<file path="src/rtl/mem_port_arbiter.sv">
// mem_port_arbiter
//   Shares one memory port between instruction fetch (read-only) and the data
//   memory stage (read/write). One transaction is in flight at a time. The
//   memory command is registered, and mem_en is a single-cycle strobe. Data
//   has priority. Fetch is forced through after STARVE_MAX consecutive data
//   grants that were made while fetch was waiting. Protocol violations set the
//   sticky err flag.
//
//   Optional feature: define ARB_TIMEOUT_EN to abort a WAIT that has seen no
//   mem_done for TIMEOUT cycles. The abort sets err, issues no done and
//   re-arbitrates.
//
// Ports
//   clk, rst                 clock, synchronous active-high reset
//   if_req/if_addr           fetch read request (level) and address
//   if_done, if_stall        fetch completion pulse, fetch hold
//   dm_req/dm_wr/dm_addr/    data request (level), write flag, address,
//   dm_wdata                 write data
//   dm_done, dm_stall        data completion pulse, data-stage hold
//   rdata                    read data, valid with if_done/dm_done, else 0
//   mem_en/mem_wr/mem_addr/  registered memory command
//   mem_wdata
//   mem_done, mem_rdata      memory completion pulse and read data
//   err                      sticky protocol error
module mem_port_arbiter #(
  parameter int ADDR_W     = 16,
  parameter int DATA_W     = 16,
  parameter int STARVE_MAX = 4,
  parameter int TIMEOUT    = 31
) (
  input  logic              clk,
  input  logic              rst,
  input  logic              if_req,
  input  logic [ADDR_W-1:0] if_addr,
  output logic              if_done,
  output logic              if_stall,
  input  logic              dm_req,
  input  logic              dm_wr,
  input  logic [ADDR_W-1:0] dm_addr,
  input  logic [DATA_W-1:0] dm_wdata,
  output logic              dm_done,
  output logic              dm_stall,
  output logic [DATA_W-1:0] rdata,
  output logic              mem_en,
  output logic              mem_wr,
  output logic [ADDR_W-1:0] mem_addr,
  output logic [DATA_W-1:0] mem_wdata,
  input  logic              mem_done,
  input  logic [DATA_W-1:0] mem_rdata,
  output logic              err
);

  localparam logic       S_IDLE   = 1'b0;
  localparam logic       S_WAIT   = 1'b1;
  localparam logic [1:0] OWN_NONE = 2'b00;
  localparam logic [1:0] OWN_IF   = 2'b01;
  localparam logic [1:0] OWN_DM   = 2'b10;

  logic              r_state;
  logic [1:0]        r_owner;
  logic              r_mem_en;
  logic              r_mem_wr;
  logic [ADDR_W-1:0] r_mem_addr;
  logic [DATA_W-1:0] r_mem_wdata;
  logic              r_err;
  logic [3:0]        r_starve;
  logic              r_dropped;

  logic w_idle, w_wait, w_starved;
  logic w_grant_if, w_grant_dm;
  logic w_owner_req, w_drop, w_complete, w_deliver;
  logic w_timeout, w_err_evt;

  assign w_idle    = (r_state == S_IDLE);
  assign w_wait    = (r_state == S_WAIT);
  assign w_starved = (r_starve == 4'(STARVE_MAX));

  assign w_grant_if = w_idle & if_req & (~dm_req | w_starved);
  assign w_grant_dm = w_idle & dm_req & ~w_grant_if;

  always_comb begin
    w_owner_req = 1'b0;
    if (r_owner == OWN_IF) w_owner_req = if_req;
    else if (r_owner == OWN_DM) w_owner_req = dm_req;
  end

  // A dropped request still lets the memory finish, but its done is withheld
  // for the rest of the transaction, even if the request comes back.
  assign w_drop     = w_wait & ~w_owner_req;
  assign w_complete = w_wait & mem_done;
  assign w_deliver  = w_complete & ~r_dropped & ~w_drop;

  assign if_done  = w_deliver & (r_owner == OWN_IF);
  assign dm_done  = w_deliver & (r_owner == OWN_DM);
  assign if_stall = if_req & ~if_done;
  assign dm_stall = dm_req & ~dm_done;
  assign rdata    = ((if_done | dm_done) & ~r_mem_wr) ? mem_rdata : '0;

`ifdef ARB_TIMEOUT_EN
  localparam int TW = $clog2(TIMEOUT + 1);
  logic [TW-1:0] r_tcnt;

  // r_tcnt is 0 in the first WAIT cycle, so the abort lands on WAIT cycle TIMEOUT.
  assign w_timeout = w_wait & ~mem_done & (r_tcnt == TW'(TIMEOUT - 1));

  always_ff @(posedge clk) begin
    if (rst || w_idle) r_tcnt <= '0;
    else               r_tcnt <= r_tcnt + 1'b1;
  end
`else
  assign w_timeout = 1'b0;
`endif

  assign w_err_evt = (w_idle & mem_done) | (mem_done & r_mem_en) | w_drop | w_timeout;

  always_ff @(posedge clk) begin
    if (rst) begin
      r_state     <= S_IDLE;
      r_owner     <= OWN_NONE;
      r_mem_en    <= 1'b0;
      r_mem_wr    <= 1'b0;
      r_mem_addr  <= '0;
      r_mem_wdata <= '0;
      r_err       <= 1'b0;
      r_starve    <= '0;
      r_dropped   <= 1'b0;
    end else begin
      r_mem_en <= 1'b0;
      if (w_grant_if || w_grant_dm) begin
        r_state   <= S_WAIT;
        r_mem_en  <= 1'b1;
        r_mem_wr  <= w_grant_dm & dm_wr;
        r_dropped <= 1'b0;
        if (w_grant_if) begin
          r_owner    <= OWN_IF;
          r_mem_addr <= if_addr;
          r_starve   <= '0;
        end else begin
          r_owner     <= OWN_DM;
          r_mem_addr  <= dm_addr;
          r_mem_wdata <= dm_wdata;
          if (!if_req)         r_starve <= '0;
          else if (!w_starved) r_starve <= r_starve + 1'b1;
        end
      end else if (w_complete || w_timeout) begin
        r_state <= S_IDLE;
        r_owner <= OWN_NONE;
      end
      if (w_drop)    r_dropped <= 1'b1;
      if (w_err_evt) r_err     <= 1'b1;
    end
  end

  assign mem_en    = r_mem_en;
  assign mem_wr    = r_mem_wr;
  assign mem_addr  = r_mem_addr;
  assign mem_wdata = r_mem_wdata;
  assign err       = r_err;

endmodule

</file>
<file path="config.mk">
export PLATFORM = sky130hd
export DESIGN_NAME = mem_port_arbiter
export DESIGN_NICKNAME = d
export VERILOG_FILES = /design/src/rtl/mem_port_arbiter.sv
export SDC_FILE = /design/constraint.sdc
export NUM_CORES = 1
export LEC_CHECK = 0
export CORE_ASPECT_RATIO = 1.1
export CORE_MARGIN = 2
export CORE_UTILIZATION = 36
export CTS_CLUSTER_DIAMETER = 200
export DETAILED_ROUTE_END_ITERATION = 10
export HOLD_SLACK_MARGIN = 0.06
export PLACE_DENSITY = 0.79
export SLEW_MARGIN = 30
export SYNTH_ARGS = -nofsm -noshare
export SYNTH_HDL_FRONTEND = slang
export SYNTH_SLANG_ARGS = --single-unit
export TNS_END_PERCENT = 50
</file>
<file path="constraint.sdc">
create_clock -name clk -period 2.2 [get_ports clk]
set_clock_uncertainty 0.2 [all_clocks]
set_input_delay 0.44 -clock clk [delete_from_list [all_inputs] [get_ports clk]]
set_output_delay 0.44 -clock clk [all_outputs]
set_load 0.02 [all_outputs]
</file>
==> metrics.md, run 1 <==
| Metric | Value |
|---|---|
| Outcome | `finished with violations` |
| Failing checks | `negative setup slack` |
| Final std cells w/o fill | `between 400 and 500` |
| Detail Placement HPWL | `~4300 µm` |
| Post-Route Setup TNS | `-2.21 ns` |
| Pleak | `between 1 and 1.5 nW` |
| Fmax | `approximately 430 MHz` |
| Synth Cell Area | `between 1500 and 2000 µm²` |
| Largest delay contributor family on the critical path | `simple AND/OR/NAND/NOR gates` |
| Port Buffers | `between 100 and 150` |
| Asr flop ratio synth | `0` |
| Tcrit/Tclk final | `1.06` |
| Syn Nets | `~300` |
| Via/cell ratio | `~4.6` |
| Setup ws final | `-0.142 ns` |
| DR iter-0 viols | `66` |
| Crit path cell chain | `and2b_2 > a221oi_4 > nor4_4 > buf_6 > and2_4 > buf_6` |
| YS warnings | `0` |
| Clock slew at reported path FFs | `approximately 0.080 ns` |
| Initial Utilization | `0.369` |
| Syn Area/Cell | `~8.6 µm²` |
| Bufs on Longest Clock Path | `2` |
| Chip width | `74.5 µm` |
| Total gr overflow | `0` |
| Leading cell type by number of instances after synthesis | `nand2_1` |
| Layout Nets | `440` |
| Synth area leader | `dfxtp_1` |
| Path type of the worst min-delay path | `reg -> reg` |
| N_diodes | `0` |
| Power density cells | `537 nW/µm²` |
| Share of the synthesized area in the top cell type | `0.438` |
| Clock period minus worst slack | `about 2.3 ns` |
| Inst Count DP | `around 430` |
| Vias in the first global route | `1933` |
| Per-cell routed wire length | `between 10 and 15 µm` |
| Die height | `81.5 µm` |
| Relative max-transition margin | `0.631` |
| Maxcap violations | `0` |
| Largest net degree at the start of global routing | `21` |
| Routability congestion estimate | `0.792` |
| Share of cells above drive strength 1 | `0.222` |
| Core area | `between 5000 and 6000 µm²` |
| Crit path arrival time | `roughly 1.7 ns` |
| Die area | `6070 µm²` |
| Root Buffer | `clkbuf_8` |
| Finished Cell Area | `approximately 3600 µm²` |
| Clk Latency, worst-skew pair | `0.29 ns` |
| Sink Count | `43` |
| Worst Path Required | `between 1.5 and 2 ns` |
| Number of antenna violations at the first check in global routing | `0` |
| First-pass GRT wire length | `9040 µm` |
| Via count | `around 2000` |
| # rows | `28` |
| Flops & latches, synth | `43` |
| Final setup vio count | `18` |
| Area delta synth->final | `81.7%` |
| Critical Path End Type | `primary output` |
| Num CTS Buffers | `5` |
| Cell repeated most along the worst path | `buf_6` |
| Synth top cells by count | `nand2_1, dfxtp_1, a21oi_1` |
| CP max-delay cell | `dfxtp_2` |
| Largest stage delay on the critical path | `roughly 0.33 ns` |
| Drt pass-1 iters | `4` |
| Gr usage total | `0.193` |
| IO Pins | `between 100 and 150` |
| Synth top area cells | `dfxtp_1, nand2_1, mux2i_1` |
| Maximum fanout along the worst path | `8` |
| CTS tree | `done` |
| Sequential element share of the synthesized area | `0.438` |
| Fin util | `0.671` |
| Post-synth EDFFs | `0` |
| Antenna-violating nets left | `0` |
| Primary FF master, synth | `dfxtp_1` |
| Final hold slack | `0.250 ns` |
| Worst vdd ir | `approximately 380 µV` |
| H-tree depth | `2` |
| CP Class | `reg -> out` |
| Residual DRC | `0` |
| Synth Instances | `229` |
| Hold-fix buffer count after cts | `0` |
| Hold Fails Final Rpt | `0` |
| Max Slew Vio Count | `0` |
| Placed cell area | `between 3000 and 4000 µm²` |
| Final wirelength | `about 5700 µm` |
| Post-synthesis cell type count | `37` |
| Startpoint types | `flop` |
| RSZ-0062 raised after global routing | `true` |
| Buffers & Inverters on Critical Path | `2` |
| Worst-Margin Slew | `roughly 0.55 ns` |
[layout make-up]
cell class / count / area [µm²]
clock buffer: 6 / 72.6
clock inverter: 2 / 12.5
fill: 461 / 1750
inverter: 5 / 18.8
multi-input combinational: 166 / 1050
sequential: 43 / 865
tap: 75 / 93.8
timing repair buffer: 147 / 1460
[per-stage QoR]
step / power [mW] / setup WS (ns)
after floorplan: 1.12 / 0.141
final: 1.92 / -0.142
after CTS: 1.93 / -0.124
after global routing: 2.02 / -0.230
after detailed placement: 1.42 / -0.681
after global placement: 1.41 / -0.633
[flip-flops by register name, summed over array words and instances (netlist names)]
| register | count |
|---|---|
| err | 1 |
| mem_addr | 16 |
| mem_en | 1 |
| mem_wdata | 16 |
| mem_wr | 1 |
| r_dropped | 1 |
| r_owner | 2 |
| r_starve | 4 |
| r_state | 1 |
[cell families after synthesis]
family | Yosys count | share of synthesized area
AND/OR/NAND/NOR | 97 | 0.243
flip-flops | 43 | 0.438
adder cells (fa/ha/maj) | 2 | 0.0127
buffers and inverters | 20 | 0.0623
AO/OA/AOI/OAI | 50 | 0.157
multiplexers | 17 | 0.0871
[what timing repair did]
action,CTS,global route
gates cloned,1,0
gates resized for setup,142,6
endpoints found under the setup margin,21,20
pin swaps,20,2
setup buffers,3,0
[placed cells by master, fill, tap and decap left out, types with 5 or more instances in the layout]
cell type,count
a21oi_1,23
and2_4,16
buf_4,18
buf_6,21
clkbuf_8,5
clkdlybuf4s50_1,101
dfxtp_1,40
inv_1,5
mux2i_1,16
nand2_1,54
nor2_1,8
o21ai_0,9
o21ai_1,9
[routing by layer]
metal,global-route usage,vias up,share of wire
met3,0.0589,7,0.058
met4,0.0482,0,0.010
li1,-,1033,-
met5,0,-,0
met1,0.221,922,0.41
met2,0.348,66,0.52
[worst register-to-register path, delay by kind of cell, from the launching register on]
family | cells | cell delay, ns
flip-flops | 1 | 0.34
AND/OR/NAND/NOR | 1 | 0.12
AO/OA/AOI/OAI | 2 | 0.40
adder cells (fa/ha/maj) | 1 | 0.19
buffers and inverters | 2 | 0.29
multiplexers | 1 | 0.21
[final timing paths]
| path | startpoint | to | slack [ns] | depth (start not counted) |
|---|---|---|---|---|
| setup reg to reg | r_starve[0]$_SDFFE_PP0P_ | mem_addr[2]$_SDFFE_PP0P_ | 0.33 | 7 |
| hold / removal | mem_addr[11]$_SDFFE_PP0P_ | mem_addr[11]$_SDFFE_PP0P_ | 0.25 | 2 |
| hold reg to reg | mem_addr[11]$_SDFFE_PP0P_ | mem_addr[11]$_SDFFE_PP0P_ | 0.25 | 2 |
| setup / recovery | r_owner[0]$_SDFFE_PP0P_ | rdata[8] | -0.14 | 6 |
[report_power, final]
part,total [mW],switching [mW],internal [mW]
sequential,0.866,0.0321,0.834
clock,0.488,0.266,0.222
combinational,0.564,0.246,0.318
total,1.92,0.545,1.37
No activity file was read; power rests on OpenSTA's default activity.
==> inputs of run 2 (changes only) <==
- ABC_AREA: unset -> 1
- CORE_UTILIZATION: 36 -> 38
- PLACE_DENSITY: 0.79 -> 0.8
==> run 2 against run 1 <==
Net effect: the run now ends clean; worst hold slack better by 0.0045 ns; flip-flop and latch count stayed put; die area is 3.8% higher; register-to-register slack worse by 0.20 ns; synthesized area is 9.7% higher; global-route usage is 0.87 points higher; synthesized cell count is 42% higher; clock power hardly changed; total power is 6.5% higher.
==> metrics.md, run 2 <==
| Metric | Value |
|---|---|
| Most frequent cells in the layout | `clkdlybuf4s50_1, inv_1, nand2_1` |
| Clock network power share | `0.239` |
| Tcrit/Tclk final | `0.986` |
| # rows | `28` |
| Seq pwr share | `0.435` |
| Internal power | `1.41 mW` |
| Synth top area cells | `dfxtp_1, inv_1, nand2_1` |
| Relative max-transition margin | `0.630` |
| Detail Placement HPWL | `around 4600 µm` |
| Die height | `83.0 µm` |
| Hold Fails Final Rpt | `0` |
| Leading cell type by number of instances after synthesis | `inv_1` |
| Synth top cells by count | `inv_1, nand2_1, nor2_1` |
| Inst Count DP | `approximately 520` |
| Share of the synthesized area in the top cell type | `0.399` |
| Power density cells | `548 nW/µm²` |
| Synth Cell Area | `about 2200 µm²` |
| Routability congestion estimate | `0.816` |
| Worst Path Required | `roughly 1.6 ns` |
| First-pass GRT wire length | `about 10000 µm` |
| Bufs on Longest Clock Path | `2` |
| Startpoint types | `flop` |
| Max Slew Vio Count | `0` |
| Syn Area/Cell | `between 6 and 7 µm²` |
| Final hold slack | `about 0.25 ns` |
| Sink Count | `43` |
| Logic gate share of total power | `0.326` |
| Vias in the first global route | `2280` |
| Post-synthesis cell type count | `24` |
| Residual DRC | `0` |
| Largest net degree at the start of global routing | `21` |
| Chip width | `75.9 µm` |
| Total gr overflow | `0` |
| Crit path arrival time | `1.53 ns` |
| Per-cell routed wire length | `11.4 µm` |
| Via/cell ratio | `between 4 and 5` |
| Critical Path End Type | `primary output` |
| # fillers | `478` |
| Clock period minus worst slack | `2.17 ns` |
| Area delta synth->final | `72.8%` |
| Via count | `roughly 2400` |
| Initial Utilization | `0.397` |
| CP max-delay cell | `dfxtp_2` |
| Sequential element share of the synthesized area | `0.399` |
| Maxcap violations | `0` |
| Drt pass-1 iters | `4` |
| Flops & latches, synth | `43` |
| Final setup vio count | `0` |
| Num CTS Buffers | `5` |
| Root Buffer | `clkbuf_8` |
| Synth area leader | `dfxtp_1` |
| Worst-Margin Slew | `between 0.5 and 0.6 ns` |
| Worst vdd ir | `between 200 and 300 µV` |
| YS warnings | `0` |
| N_diodes | `0` |
| Synth Instances | `325` |
| Fmax | `roughly 460 MHz` |
| Largest stage delay on the critical path | `about 0.34 ns` |
| Commonest non-fill, non-tap cell in the layout | `clkdlybuf4s50_1` |
| Clock slew at reported path FFs | `about 0.080 ns` |
| H-tree depth | `2` |
| Outcome | `finished, final reports clean` |
| Post-synth EDFFs | `0` |
| Die area | `between 6000 and 7000 µm²` |
| Pleak | `1.85 nW` |
| IO Pins | `125` |
| Antenna-violating nets left | `0` |
| Crit path cell chain | `inv_1 > nand3_1 > nand3_2 > nand3_4 > buf_6 > buf_16 > nor2_1 > buf_4` |
| Core area | `between 5000 and 6000 µm²` |
| Final std cells w/o fill | `roughly 550` |
| CP Class | `reg -> out` |
| Share of cells above drive strength 1 | `0.174` |
| DR iter-0 viols | `slightly below 80` |
| Port Buffers | `124` |
| Layout Nets | `roughly 540` |
| Maximum fanout along the worst path | `8` |
| Gr usage total | `0.202` |
| CTS tree | `done` |
| Path type of the worst min-delay path | `reg -> reg` |
| Final wirelength | `around 6200 µm` |
| Asr flop ratio synth | `0` |
| RSZ-0062 raised after global routing | `true` |
| Primary FF master, synth | `dfxtp_1` |
| Clk Latency, worst-skew pair | `~0.30 ns` |
| Fin util | `0.687` |
| Switching pwr | `~630 µW` |
| Switching Share | `0.309` |
| Hold-fix buffer count after cts | `0` |
| Syn Nets | `around 400` |
| Number of antenna violations at the first check in global routing | `0` |
[run 2: cell types whose count changed after synthesis, sizes merged, moves of 2 or more]
cell / previous run / this run
a21oi: 23 / 4
and2b: 2 / 0
nor2b: 2 / 0
nor2: 11 / 59
and2: 18 / 0
inv: 5 / 69
mux2i: 16 / 0
nand2: 55 / 70
o21ai: 19 / 21
nand3: 1 / 43
clkbuf: 6 / 3
[run 2: final timing paths]
kind	from	end	slack, ns	depth (start not counted)
hold / removal	mem_addr[12]$_SDFFE_PP0P_	mem_addr[12]$_SDFFE_PP0P_	0.25	2
setup reg to reg	r_state$_SDFFE_PP0P_	r_owner[1]$_SDFFE_PP0P_	0.13	14
hold reg to reg	mem_addr[12]$_SDFFE_PP0P_	mem_addr[12]$_SDFFE_PP0P_	0.25	2
setup / recovery	r_owner[1]$_SDFFE_PP0P_	rdata[7]	0.03	8
[run 2: layout make-up]
class | count | area [µm²] | share of cell area
timing repair buffer | 148 | 1420 | 0.380
multi-input combinational | 202 | 1000 | 0.269
sequential | 43 | 867 | 0.233
inverter | 69 | 264 | 0.0708
tap | 75 | 93.8 | 0.0252
clock buffer | 6 | 72.6 | 0.0195
clock inverter | 2 | 12.5 | 0.00336
[run 2: power groups by stage]
stage	clock [mW]	sequential [mW]	combinational, mW
6_report	0.488	0.888	0.667
5_1_grt	0.547	0.896	0.724
4_1_cts	0.499	0.887	0.656
3_5_place_dp	0	0.903	0.634
3_3_place_gp	0	0.902	0.625
2_1_floorplan	0	0.975	0.236
[run 2: logic make-up (layout without fill, tap and decap cells)]
kind of cell / Yosys count / count (layout) / share of synthesized area
adders and majority gates: 2 / 2 / 0.0116
and+or+nand+nor: 173 / 173 / 0.365
AOI/OAI and AO/OA: 27 / 27 / 0.0644
buffers and inverters: 80 / 225 / 0.161
DFF: 43 / 43 / 0.399
[run 2: repair_timing]
action | 4_1_cts | 5_1_grt
gates cloned | 1 | 0
setup endpoints to repair | 20 | 22
pin swaps | 5 | 2
gates resized for setup | 103 | 20
buffers inserted | 11 | 1
[run 2: critical path, delay by kind of cell (launching register included)]
family / cells / cell delay, ns
buf+inv: 4 / 0.48
flops: 1 / 0.34
simple gates: 4 / 0.40
[run 2: layer usage]
layer  vias up  global-route usage  wire (µm)
met5         -                   0          0
met4         0              0.0654         68
met3         7              0.0789        611
met2        91               0.345       3130
met1      1035               0.222       2410
li1       1265                   -          -
[run 2: per-stage QoR]
| step | area (µm²) | power (mW) | worst slack, ns | TNS [ns] |
|---|---|---|---|---|
| 2_1_floorplan | 2160 | 1.21 | 0.311 | 0 |
| 3_3_place_gp | 3520 | 1.53 | -0.540 | -10.45 |
| 3_5_place_dp | 3520 | 1.54 | -0.573 | -10.91 |
| 4_1_cts | 3660 | 2.04 | 0.00465 | 0 |
| 5_1_grt | 3730 | 2.17 | -0.0381 | -0.151 |
| 6_report | 3730 | 2.04 | 0.0308 | 0 |
==> inputs of run 3 (changes only) <==
--- a/constraint.sdc
+++ b/constraint.sdc
@@ -4,2 +4,2 @@
 set_output_delay 0.44 -clock clk [all_outputs]
-set_load 0.02 [all_outputs]
+set_load 0.05 [all_outputs]
==> run 3 against run 2 <==
Net effect: combinational power is 31% higher; flip-flop and latch count unchanged; worst hold slack worse by 0.0023 ns; cell area is 7.1% higher; clock-buffer cell count stayed put; sequential power hardly changed; non-clock buffer count is 11 lower; total power is 11% higher; first-iteration DRC count decreased by 13%; maximum frequency up 2.2%; die area unchanged; register-to-register slack improved by 0.41 ns; critical endpoint is now rdata[11]; largest power group unchanged; highest routed layer unchanged.
==> metrics.md, run 3 (synthesis gave the netlist of run 2 again) <==
| Metric | Value |
|---|---|
| Total gr overflow | `0` |
| Hold-fix buffer count after cts | `0` |
| R2R depth | `7` |
| # rows | `28` |
| Critical Path End Type | `primary output` |
| Residual DRC | `0` |
| Tcrit/Tclk final | `0.965` |
| Largest net degree at the start of global routing | `21` |
| Vias in the first global route | `~2400` |
| Area delta synth->final | `85.0%` |
| Commonest non-fill, non-tap cell in the layout | `clkdlybuf4s50_1` |
| Per-cell routed wire length | `between 10 and 15 µm` |
| Bufs on Longest Clock Path | `2` |
| Clock period minus worst slack | `2.12 ns` |
| Final hold slack | `about 0.25 ns` |
| Final wirelength | `6620 µm` |
| Relative max-transition margin | `0.646` |
| Clock slew at reported path FFs | `roughly 0.070 ns` |
| IO Pins | `125` |
| Pleak | `1.87 nW` |
| Power density cells | `between 500 and 600 nW/µm²` |
| Gr usage total | `0.221` |
| Initial Utilization | `0.397` |
| CP Class | `in -> out` |
| Num CTS Buffers | `5` |
| Via count | `2454` |
| Die height | `83.0 µm` |
| Worst vdd ir | `337 µV` |
| Drt pass-1 iters | `4` |
| Inst Count DP | `between 500 and 600` |
| Clk Latency, worst-skew pair | `between 0.2 and 0.3 ns` |
| Core area | `5430 µm²` |
| Post-Route Setup TNS | `0 ns` |
| Detail Placement HPWL | `about 5000 µm` |
| Maxcap violations | `0` |
| DR iter-0 viols | `between 60 and 70` |
| Worst-Margin Slew | `0.529 ns` |
| Largest stage delay on the critical path | `0.23 ns` |
| CP max-delay cell | `dlygate4sd2_1` |
| H-tree depth | `2` |
| Crit path arrival time | `about 1.5 ns` |
| Worst Path Required | `1.56 ns` |
| CTS tree | `done` |
| First-pass GRT wire length | `approximately 11000 µm` |
| Fmax | `471 MHz` |
| Sink Count | `43` |
| Hold wc startpoint | `mem_addr[4]$_SDFFE_PP0P_` |
| Port Buffers | `between 100 and 150` |
| Final std cells w/o fill | `~530` |
| Startpoint types | `primary input` |
| Crit path cell chain | `dlygate4sd2_1 > nand2_2 > nor2_4 > nand3_4 > buf_12 > nor2_4 > buf_12` |
| Chip width | `about 76 µm` |
| Hold Fails Final Rpt | `0` |
| Fin util | `0.735` |
| Share of cells above drive strength 1 | `0.181` |
| Via/cell ratio | `between 4 and 5` |
| CP Launch Point | `mem_done` |
| Outcome | `finished, final reports clean` |
| Number of antenna violations at the first check in global routing | `0` |
| Routability congestion estimate | `0.821` |
| Most frequent cells in the layout | `clkdlybuf4s50_1, nand2_1, inv_1` |
| Max Slew Vio Count | `0` |
| R2r startpoint | `r_starve[0]$_SDFFE_PP0P_` |
| Antenna-violating nets left | `0` |
| Final setup vio count | `0` |
| Root Buffer | `clkbuf_8` |
| Path type of the worst min-delay path | `reg -> reg` |
| R2R Setup Slk | `between 0.5 and 0.6 ns` |
| Hold path cells | `2` |
| Layout Nets | `530` |
| N_diodes | `0` |
| Die area | `6300 µm²` |
| Maximum fanout along the worst path | `8` |
| RSZ-0062 raised after global routing | `true` |
==> run 3: cell types whose count changed in the layout (fill, tap and decap cells not counted), moves of 5 or more <==
cell,previous run,this run
buf_12,2,22
nor2_4,2,17
buf_2,5,0
nor2_2,11,0
buf_4,32,12
==> run 3: critical path: cells and delay by family <==
family                 cells  cell delay [ns]
buffers and inverters      3             0.55
AND/OR/NAND/NOR            4             0.47
==> run 3: worst paths after layout <==
check                               to
max reg2reg  mem_wdata[7]$_SDFFE_PP0P_
max                          rdata[11]
min reg2reg   mem_addr[4]$_SDFFE_PP0P_
min           mem_addr[4]$_SDFFE_PP0P_
==> run 3: stage by stage <==
step	worst slack (ns)	cell area [µm²]	power, mW
after floorplan	-0.0546	2160	1.38
after global placement	-0.174	3710	1.72
after detailed placement	-0.255	3710	1.74
after CTS	0.0310	3960	2.27
after global routing	-0.00334	3990	2.39
final	0.0768	3990	2.26
==> run 3: power by group <==
group / internal (mW) / switching (mW)
combinational: 0.363 / 0.512
clock: 0.246 / 0.247
sequential: 0.849 / 0.0413
total: 1.46 / 0.801
==> run 3: cell type report <==
cell class	count	area, µm²
clock buffer	6	82.6
clock inverter	1	5.00
fill	417	1440
inverter	69	264
multi-input combinational	202	1110
sequential	43	867
tap	75	93.8
timing repair buffer	137	1580
==> run 3: timing repair <==
action	CTS	global route
buffers inserted	1	1
endpoints found under the setup margin	20	20
pin swaps	6	4
resized for setup	40	10
gates cloned	1	0
==> run 3: layer usage <==
layer / wire, µm / global-route usage / vias to the layer above
met5: 0 / 0 / -
met4: 109 / 0.0781 / 0
met3: 617 / 0.0667 / 10
met2: 3470 / 0.397 / 114
met1: 2420 / 0.232 / 1081
li1: - / - / 1249
